**config.mk**
```make
export PLATFORM = sky130hd
export DESIGN_NAME = bus_cycle_master
export DESIGN_NICKNAME = d
export VERILOG_FILES = /design/src/rtl/bus_pkg.sv /design/src/rtl/bus_wait_timer.sv /design/src/rtl/bus_cycle_master.sv
export SDC_FILE = /design/constraint.sdc
export NUM_CORES = 1
export LEC_CHECK = 0
export CORE_MARGIN = 2
export CORE_UTILIZATION = 48
export CTS_CLUSTER_SIZE = 12
export DETAILED_ROUTE_END_ITERATION = 10
export PLACE_DENSITY = 0.95
export SYNTH_ARGS = -nofsm -noshare
export SYNTH_HDL_FRONTEND = slang
export SYNTH_HIERARCHICAL = 1
export SYNTH_SLANG_ARGS = --single-unit
```
**constraint.sdc**
```tcl
create_clock -name clk -period 3.9 [get_ports clk]
set_clock_uncertainty 0.2 [all_clocks]
set_input_delay 0.39 -clock clk [delete_from_list [all_inputs] [get_ports clk]]
set_output_delay 0.39 -clock clk [all_outputs]
set_load 0.02 [all_outputs]
```
**src/rtl/bus_pkg.sv**
```systemverilog
// Shared definitions for the 8086 minimum-mode bus-cycle master:
// T-state encoding plus the M/IO and read/write bit meanings.
package bus_pkg;

  typedef enum logic [2:0] {
    ST_IDLE = 3'd0,
    ST_T1   = 3'd1,
    ST_T2   = 3'd2,
    ST_T3   = 3'd3,
    ST_TW   = 3'd4,
    ST_T4   = 3'd5
  } bus_state_e;

  localparam logic MIO_MEM   = 1'b1;
  localparam logic MIO_IO    = 1'b0;
  localparam logic DIR_WRITE = 1'b1;
  localparam logic DIR_READ  = 1'b0;

endpackage

```
**src/rtl/bus_wait_timer.sv**
```systemverilog
// Wait-state counter for TW: load to 1 on the first wait, count up per wait,
// and flag when the wait budget is used up.
module bus_wait_timer #(
  parameter int WAIT_MAX = 16,
  parameter int WAIT_W   = 5
) (
  input  logic clk,
  input  logic RESET,
  input  logic clr,
  input  logic load,
  input  logic inc,
  output logic expired
);

  logic [WAIT_W-1:0] cnt_q;
  logic [WAIT_W-1:0] cnt_d;

  always_comb begin
    cnt_d = cnt_q;
    if (clr) begin
      cnt_d = '0;
    end else if (load) begin
      cnt_d = WAIT_W'(1);
    end else if (inc) begin
      cnt_d = cnt_q + WAIT_W'(1);
    end
  end

  always_ff @(posedge clk or posedge RESET) begin
    if (RESET) begin
      cnt_q <= '0;
    end else begin
      cnt_q <= cnt_d;
    end
  end

  assign expired = (cnt_q == WAIT_W'(WAIT_MAX));

endmodule

```
**src/rtl/bus_cycle_master.sv**
```systemverilog
// Request/acknowledge front end that runs 8086-style multiplexed bus cycles
// (T1-T2-T3-TW*-T4), advancing only on the CPU-rate t_en strobe.
module bus_cycle_master
  import bus_pkg::*;
#(
  parameter int WAIT_MAX = 16,
  parameter int WAIT_W   = 5
) (
  input  logic        clk,
  input  logic        RESET,
  input  logic        t_en,
  input  logic        req,
  input  logic        req_we,
  input  logic        req_mio,
  input  logic [19:0] req_addr,
  input  logic        req_bhe_n,
  input  logic [15:0] req_wdata,
  output logic        ack,
  output logic        err,
  output logic [15:0] rdata,
  output logic        busy,
  output logic        ALE,
  output logic        M_IO,
  output logic        RD,
  output logic        WR,
  output logic        DEN,
  output logic        DT_R,
  output logic        BHE_S7,
  output logic [19:0] LAD_out,
  output logic        LAD_oe,
  input  logic [15:0] LAD_in,
  input  logic        READY
);

  bus_state_e  state_q, state_d;
  logic        we_q, we_d;
  logic        mio_q, mio_d;
  logic [19:0] addr_q, addr_d;
  logic        bhe_q, bhe_d;
  logic [15:0] wdata_q, wdata_d;
  logic        abort_q, abort_d;
  logic        ack_q, ack_d;
  logic        err_q, err_d;
  logic [15:0] rdata_q, rdata_d;
  logic        start;
  logic        wait_clr, wait_load, wait_inc, wait_expired;

  bus_wait_timer #(
    .WAIT_MAX (WAIT_MAX),
    .WAIT_W   (WAIT_W)
  ) u_wait_timer (
    .clk     (clk),
    .RESET   (RESET),
    .clr     (wait_clr),
    .load    (wait_load),
    .inc     (wait_inc),
    .expired (wait_expired)
  );

  always_ff @(posedge clk or posedge RESET) begin
    if (RESET) begin
      state_q <= ST_IDLE;
      we_q    <= DIR_READ;
      mio_q   <= MIO_IO;
      addr_q  <= '0;
      bhe_q   <= 1'b1;
      wdata_q <= '0;
      abort_q <= 1'b0;
      ack_q   <= 1'b0;
      err_q   <= 1'b0;
      rdata_q <= '0;
    end else begin
      state_q <= state_d;
      we_q    <= we_d;
      mio_q   <= mio_d;
      addr_q  <= addr_d;
      bhe_q   <= bhe_d;
      wdata_q <= wdata_d;
      abort_q <= abort_d;
      ack_q   <= ack_d;
      err_q   <= err_d;
      rdata_q <= rdata_d;
    end
  end

  // Requests are accepted from IDLE or straight out of T4, giving back-to-back cycles.
  always_comb begin
    state_d   = state_q;
    we_d      = we_q;
    mio_d     = mio_q;
    addr_d    = addr_q;
    bhe_d     = bhe_q;
    wdata_d   = wdata_q;
    abort_d   = abort_q;
    ack_d     = 1'b0;
    err_d     = 1'b0;
    rdata_d   = rdata_q;
    start     = 1'b0;
    wait_clr  = 1'b0;
    wait_load = 1'b0;
    wait_inc  = 1'b0;
    if (t_en) begin
      case (state_q)
        ST_IDLE: begin
          start = req;
        end
        ST_T1: state_d = ST_T2;
        ST_T2: state_d = ST_T3;
        ST_T3: begin
          if (READY) begin
            state_d = ST_T4;
            rdata_d = LAD_in;
          end else begin
            state_d   = ST_TW;
            wait_load = 1'b1;
          end
        end
        ST_TW: begin
          if (READY) begin
            state_d = ST_T4;
            rdata_d = LAD_in;
          end else if (wait_expired) begin
            state_d = ST_T4;
            abort_d = 1'b1;
          end else begin
            wait_inc = 1'b1;
          end
        end
        ST_T4: begin
          ack_d    = ~abort_q;
          err_d    = abort_q;
          wait_clr = 1'b1;
          state_d  = ST_IDLE;
          start    = req;
        end
        default: state_d = ST_IDLE;
      endcase
    end
    if (start) begin
      state_d = ST_T1;
      we_d    = req_we;
      mio_d   = req_mio;
      addr_d  = req_addr;
      bhe_d   = req_bhe_n;
      wdata_d = req_wdata;
      abort_d = 1'b0;
    end
  end

  // Bus pins decode purely from the registered state, so they only move on t_en edges.
  always_comb begin
    ALE     = 1'b0;
    RD      = 1'b1;
    WR      = 1'b1;
    DEN     = 1'b1;
    LAD_oe  = 1'b0;
    LAD_out = '0;
    busy    = 1'b1;
    BHE_S7  = bhe_q;
    DT_R    = we_q;
    M_IO    = mio_q;
    case (state_q)
      ST_IDLE: begin
        busy   = 1'b0;
        BHE_S7 = 1'b1;
      end
      ST_T1: begin
        ALE     = 1'b1;
        LAD_oe  = 1'b1;
        LAD_out = addr_q;
      end
      ST_T2, ST_T3, ST_TW: begin
        DEN = 1'b0;
        if (we_q == DIR_WRITE) begin
          WR      = 1'b0;
          LAD_oe  = 1'b1;
          LAD_out = {4'h0, wdata_q};
        end else begin
          RD = 1'b0;
        end
      end
      default: begin
      end
    endcase
  end

  assign ack   = ack_q;
  assign err   = err_q;
  assign rdata = rdata_q;

endmodule

```
==> results of run 1 <==
## cell usage in the layout (no fill, tap or decap), types with 2 or more instances in the layout
cell / n
nor2b_1: 2
a22o_1: 16
nor2_1: 3
o21ai_0: 2
nor3_1: 3
mux2_1: 5
or2_2: 3
dfrtp_1: 65
nand2b_1: 2
mux2i_1: 2
nand4_1: 2
a21oi_1: 3
clkbuf_8: 11
buf_4: 5
bufinv_16: 2
nand3b_1: 2
nand2_1: 5
and2_1: 6
nor3b_1: 3
inv_1: 8
clkdlybuf4s50_1: 106
ha_1: 2
mux2_2: 42
mux2_4: 10
## sequential cells by signal, summed over array words and instances, names as in the netlist
register,flops
state_q,3
DT_R,1
bhe_q,1
M_IO,1
u_wait_timer/cnt_q,5
addr_q,20
rdata,16
ack,1
abort_q,1
wdata_q,16
err,1
## power groups by stage
stage	clock, mW	sequential (mW)	combinational (mW)
finish	0.655	1.22	1.73
global route	0.702	1.26	1.84
floorplan	0	1.27	0.978
CTS	0.664	1.22	1.75
detailed placement	0	1.23	1.74
global placement	0	1.20	1.70
## worst max-delay path: stages (launching register included)
cell	delay, ns
dfrtp_1	0.54
or3b_4	0.49
a21boi_2	0.12
buf_4	0.25
a22o_1	0.19
clkdlybuf4s50_1	0.62
## kinds of logic (layout without fill, tap and decap cells)
kind of cell | after synthesis | in the layout | share of synthesized area
AO/OA/AOI/OAI | 29 | 29 | 0.07984
XOR/XNOR | 2 | 2 | 0.005822
adder cells (fa/ha/maj) | 2 | 2 | 0.008315
buffers and inverters | 22 | 136 | 0.04366
flip-flops | 66 | 66 | 0.5493
multiplexers | 59 | 59 | 0.2324
AND/OR/NAND/NOR | 39 | 39 | 0.08067
## through the flow
stage / hold WS, ns / setup slack (ns) / cells / instance area (µm²)
after detailed placement: 0.2610 / 0.9088 / 392 / 4115
after floorplan: -0.03148 / 1.799 / 219 / 3009
after CTS: 0.09915 / 0.7244 / 408 / 4344
final: 0.1018 / 0.7564 / 408 / 4344
after global placement: 0.2560 / 1.022 / 392 / 4115
after global routing: 0.1211 / 0.6392 / 408 / 4344
## area by class of cell
class                      count  area [µm²]
clock buffer                  12       155.1
clock inverter                 4       73.82
fill                         402        1647
tap                           75       93.84
timing repair buffer         111        1099
multi-input combinational    131        1236
sequential                    66        1653
inverter                       9       33.78
## path summary, 6_finish.rpt
kind	startpoint	slack (ns)	to	cells after the start
min in group clk	abort_q	0.29	ack	1
worst min register to register	abort_q	0.29	ack	1
max in group asynchronous	RESET	2.36	addr_q[17]	3
worst max register to register	state_q[1]	1.35	u_wait_timer/cnt_q[3]	4
worst max-delay path	state_q[1]	0.76	LAD_out[10]	5
worst min-delay path	RESET	0.10	u_wait_timer/cnt_q[0]	2
## routing by layer
metal | vias up | track usage
li1 | 995 | -
met1 | 1073 | 0.2579
met2 | 81 | 0.3314
met3 | 13 | 0.06064
met4 | 0 | 0.09389
met5 | - | 0
==> key figures, run 1 <==
Run status
  – Status: finished clean

Routing
  – Final ANT Viol Nets: 0
  – DRC violations left: 0
  – M1 WL: 2829 µm
  – Vias per cell: 5.299
  – Drt wl/cell: 16.53 µm
  – Vias: 2162
  – Met2 WL: 3378 µm
  – Initial DRC Count: 61
  – Detailed-route wire length: 6743 µm
  – DR top layer: met4
  – Metal3 WL: 395 µm
  – First-pass DRT Iterations: 4

Yosys
  – Synth top cells by count: dfrtp_1, mux2_2, a22o_1, mux2_4, inv_1
  – EDFF count, synth: 0
  – Ys flop type: dfrtp_1
  – Area of the mapped netlist: 0.003009 mm²
  – Most frequent cell after synthesis: dfrtp_1
  – Synth warn: 6
  – Synth cell types: 43
  – Syn Nets: 281
  – Synth area leader: dfrtp_1
  – Cells after synthesis: 219
  – Mean Syn Cell Area: 13.74 µm²
  – Register area share after synthesis: 0.5493
  – Post-synth ARST share: 1.000
  – Synth top area cells: dfrtp_1, mux2_2, mux2_4, a22o_1, mux2_1
  – #FFs+latches synth: 66
  – Yosys top cell area share: 0.5405

Die
  – Initial Util: 0.5023
  – Die Width: 83.18 µm
  – Placeable Area: 0.005991 mm²
  – Rows: 28
  – Die area: 0.006918 mm²
  – Die Y: 83.18 µm
  – IO Count: 107

Power and ir drop
  – Power, Total: 3.603 mW
  – Cell leakage power: 1.853 nW
  – Pwr dens: 829.5 mW/mm²
  – Switching power share of the total: 0.3453
  – Combinational power share: 0.480
  – VDD IR-drop max: 0.0005343 V
  – Clock network power share: 0.182
  – Sequential power share: 0.338
  – Int Pwr: 2.359 mW
  – NetSw: 1.244 mW

Setup path
  – CP endpoint kind: primary output
  – Startpoint Class: flop
  – Crit-path max FO: 18
  – Kind of critical path: flop to primary output
  – Critical path arrival: 2.55 ns
  – Req. time, crit path: 3.31 ns

Clock tree
  – Clock transition at the registers of the reported paths: 0.07 ns
  – Resize count post-CTS: 0
  – CTS sink count: 66
  – Post-CTS Setup Bufs: 0
  – H-tree lvl count: 3
  – CTS tree: done
  – Hold-fix buffers, CTS: 0
  – Root buf cell: clkbuf_8
  – Clock latency on the worst-skew pair: 0.35 ns
  – Cts bufs inserted: 9
  – Clk buf depth: 2

Global route
  – Pin count of the biggest net entering global routing: 42
  – First-pass GRT wire length: 11100 µm
  – GRT Residual Overflow: 0
  – Antenna violations before repair: 0
  – Number of global-route vias before repair: 2284
  – All-Layer GR Usage: 0.2063

Final layout
  – Antenna cells: 0
  – Layout net count: 390
  – Area Growth Syn to Fin: 44.37%
  – Final Util: 0.7251
  – Fraction of layout cells with a size suffix above 1: 0.2462

STA
  – Final setup violation count: 0
  – Maximum clock rate: 318.1 MHz
  – Setup TNS: 0 ns
  – Relative slew slack: 0.4627
  – Worst Tran Pin Value: 0.8048 ns
  – Final period util: 0.8061
  – Max-slew violation count: 0
  – Unrepaired setup endpoints after global routing: false
  – Period minus WS final: 3.144 ns
  – Final hold vios: 0

Hold path
  – Worst min path class: input pin to async pin

Run
  – Max Cap Viol: 0

Place
  – HPWL Detailed: 4832 µm
  – PortBufs: 106
  – Routability cong.: 0.8035
Power figures use the tool's default switching activity.
==> run 2, diff against run 1 <==
- CORE_UTILIZATION: 48 -> 45
- PLACE_DENSITY: 0.95 -> 0.91
- clock period: 3.9 -> 3 ns (I/O delays scaled with it)
==> key figures, run 2 (synthesized netlist as in run 1, its figures left out) <==
Routing
  – DRC violations left: 9 (+9)
  – Vias per cell: 5.184 (-2.2%)
  – Detailed-route wire length: 6409 µm (-5.0%)
  – Drt wl/cell: 15.56 µm (-5.9%)
  – Final ANT Viol Nets: 0 (unchanged)
  – First-pass DRT Iterations: 7 (+3)
  – Vias: 2136 (-1.2%)
  – Initial DRC Count: 58 (-4.9%)

Die
  – Rows: 29 (+3.6%)
  – IO Count: 107 (unchanged)
  – Die area: 0.007357 mm² (+6.3%)
  – Initial Util: 0.4685 (-0.03376)
  – Die Width: 85.78 µm (+3.1%)
  – Placeable Area: 0.006422 mm² (+7.2%)
  – Die Y: 85.78 µm (+3.1%)

Place
  – HPWL Detailed: 4696 µm (-2.8%)
  – PortBufs: 106 (unchanged)
  – Routability cong.: 0.7205 (-10%)

Setup path
  – Kind of critical path: flop to primary output
  – R2R depth: 6 (+2)
  – Largest stage delay, worst path: 0.61 ns (about the same)
  – Critical path's slowest cell: clkdlybuf4s50_1
  – Crit-path max FO: 18 (unchanged)
  – Worst r2r dst: u_wait_timer/cnt_q[3]
  – CP cell instances: or3b_4, a21boi_2, buf_4, a22o_1, clkdlybuf4s50_1
  – Critical path arrival: 2.29 ns (-0.26 ns)
  – Startpoint Class: flop
  – Req. time, crit path: 2.50 ns (-0.81 ns)
  – CP endpoint kind: primary output
  – Reg2reg setup slack: 0.86 ns (-0.49 ns)
  – FF-to-FF Start: state_q[1]

STA
  – Setup TNS: 0 ns (unchanged)
  – Final setup violation count: 0 (unchanged)
  – Period minus WS final: 2.790 ns
  – Unrepaired setup endpoints after global routing: false
  – Max-slew violation count: 0 (unchanged)
  – Maximum clock rate: 358.4 MHz
  – Worst Tran Pin Value: 0.6726 ns (-0.1322 ns)
  – Final period util: 0.9300
  – Relative slew slack: 0.5506 (+0.08790)
  – Final hold vios: 0 (unchanged)

Power and ir drop
  – Cell leakage power: 1.842 nW (-0.57%)
  – Power, Total: 4.467 mW (+24%)
  – VDD IR-drop max: 0.0005822 V (+9.0%)
  – Pwr dens: 1034 mW/mm² (+25%)

Run status
  – Status: finished, violations left
  – Violated checks: DRC

Clock tree
  – H-tree lvl count: 3 (unchanged)
  – CTS sink count: 66 (unchanged)
  – Root buf cell: clkbuf_8
  – Resize count post-CTS: 0 (unchanged)
  – CTS tree: done
  – Post-CTS Setup Bufs: 0 (unchanged)
  – Cts bufs inserted: 9 (unchanged)
  – Hold-fix buffers, CTS: 0 (unchanged)
  – Clock transition at the registers of the reported paths: 0.07 ns (about the same)
  – Clock latency on the worst-skew pair: 0.33 ns (-0.02 ns)
  – Clk buf depth: 2 (unchanged)

Final layout
  – Most frequent cells in the layout: clkdlybuf4s50_1, dfrtp_1, mux2_2
  – Register area: 0.001653 mm² (unchanged)
  – Antenna cells: 0 (unchanged)
  – Multi-input gate area: 0.001236 mm² (unchanged)
  – Largest register by flop count: addr_q
  – Fraction of layout cells with a size suffix above 1: 0.2507 (+0.004500)
  – Area Growth Syn to Fin: 43.53%
  – Number of flip-flops in the largest register: 20 (unchanged)
  – Commonest non-fill, non-tap cell in the layout: clkdlybuf4s50_1
  – Layout net count: 394 (+1.0%)
  – Number of fill cells: 496 (+23%)

Global route
  – Pin count of the biggest net entering global routing: 62 (+48%)
  – Number of global-route vias before repair: 2239 (-2.0%)
  – GRT Residual Overflow: 0 (unchanged)
  – Antenna violations before repair: 0 (unchanged)
  – First-pass GRT wire length: 10430 µm (-6.1%)
  – All-Layer GR Usage: 0.1841 (-0.02218)

Hold path
  – Worst min path class: input pin to async pin

Run
  – Max Cap Viol: 0 (unchanged)
run 2: power breakdown:
part / switching (mW) / internal, mW / leakage, nW
combinational: 1.06 / 1.27 / 0.959
sequential: 0.219 / 1.31 / 0.802
clock: 0.301 / 0.310 / 0.0810
total: 1.57 / 2.89 / 1.84
run 2: routing by layer:
layer / up-vias / global-route usage / part of all wire
li1: 1005 / - / -
met1: 1061 / 0.2236 / 0.42
met2: 64 / 0.3082 / 0.51
met3: 6 / 0.06064 / 0.057
met4: 0 / 0.06494 / 0.0092
met5: - / 0 / 0
run 2: how the worst max path moves through the flow:
| stage | from | to | slack, ns |
|---|---|---|---|
| CTS | state_q[1] | LAD_out[8] | 0.16 |
| global placement | t_en | u_wait_timer/cnt_q[3] | 0.54 |
| floorplan | RESET | DT_R | 0.99 |
| detailed placement | t_en | u_wait_timer/cnt_q[4] | 0.49 |
| finish | state_q[1] | LAD_out[8] | 0.21 |
| global route | state_q[1] | LAD_out[10] | 0.09 |
run 2: critical path: cells and delay by family, from the launching register on:
family                 cells  cell delay [ns]
buffers and inverters      2             0.85
and+or+nand+nor            1             0.43
DFF                        1             0.38
AOI/OAI and AO/OA          2             0.29
run 2: cell type report:
cell class,instances,share of cell area
sequential,66,0.3827
timing repair buffer,115,0.2642
tap,77,0.02231
clock buffer,11,0.03273
clock inverter,3,0.004056
multi-input combinational,131,0.2862
inverter,9,0.007822
run 2: through the flow:
stage               hold WS, ns  cells  utilization  setup slack [ns]  instance area [µm²]
floorplan               -0.1215    219            -            0.9886                 3009
global placement         0.2614    398       0.6478            0.5360                 4160
detailed placement       0.2578    398       0.6478            0.4907                 4160
CTS                    0.003153    412       0.6725            0.1615                 4319
global route            0.02279    412       0.6725           0.08735                 4319
finish                  0.01807    412       0.6725            0.2100                 4319
==> run 3, diff against run 2 <==
- CAP_MARGIN: unset -> 20
==> results of run 3 <==
No change in the layout: final DEF, timing and power equal those of run 2.
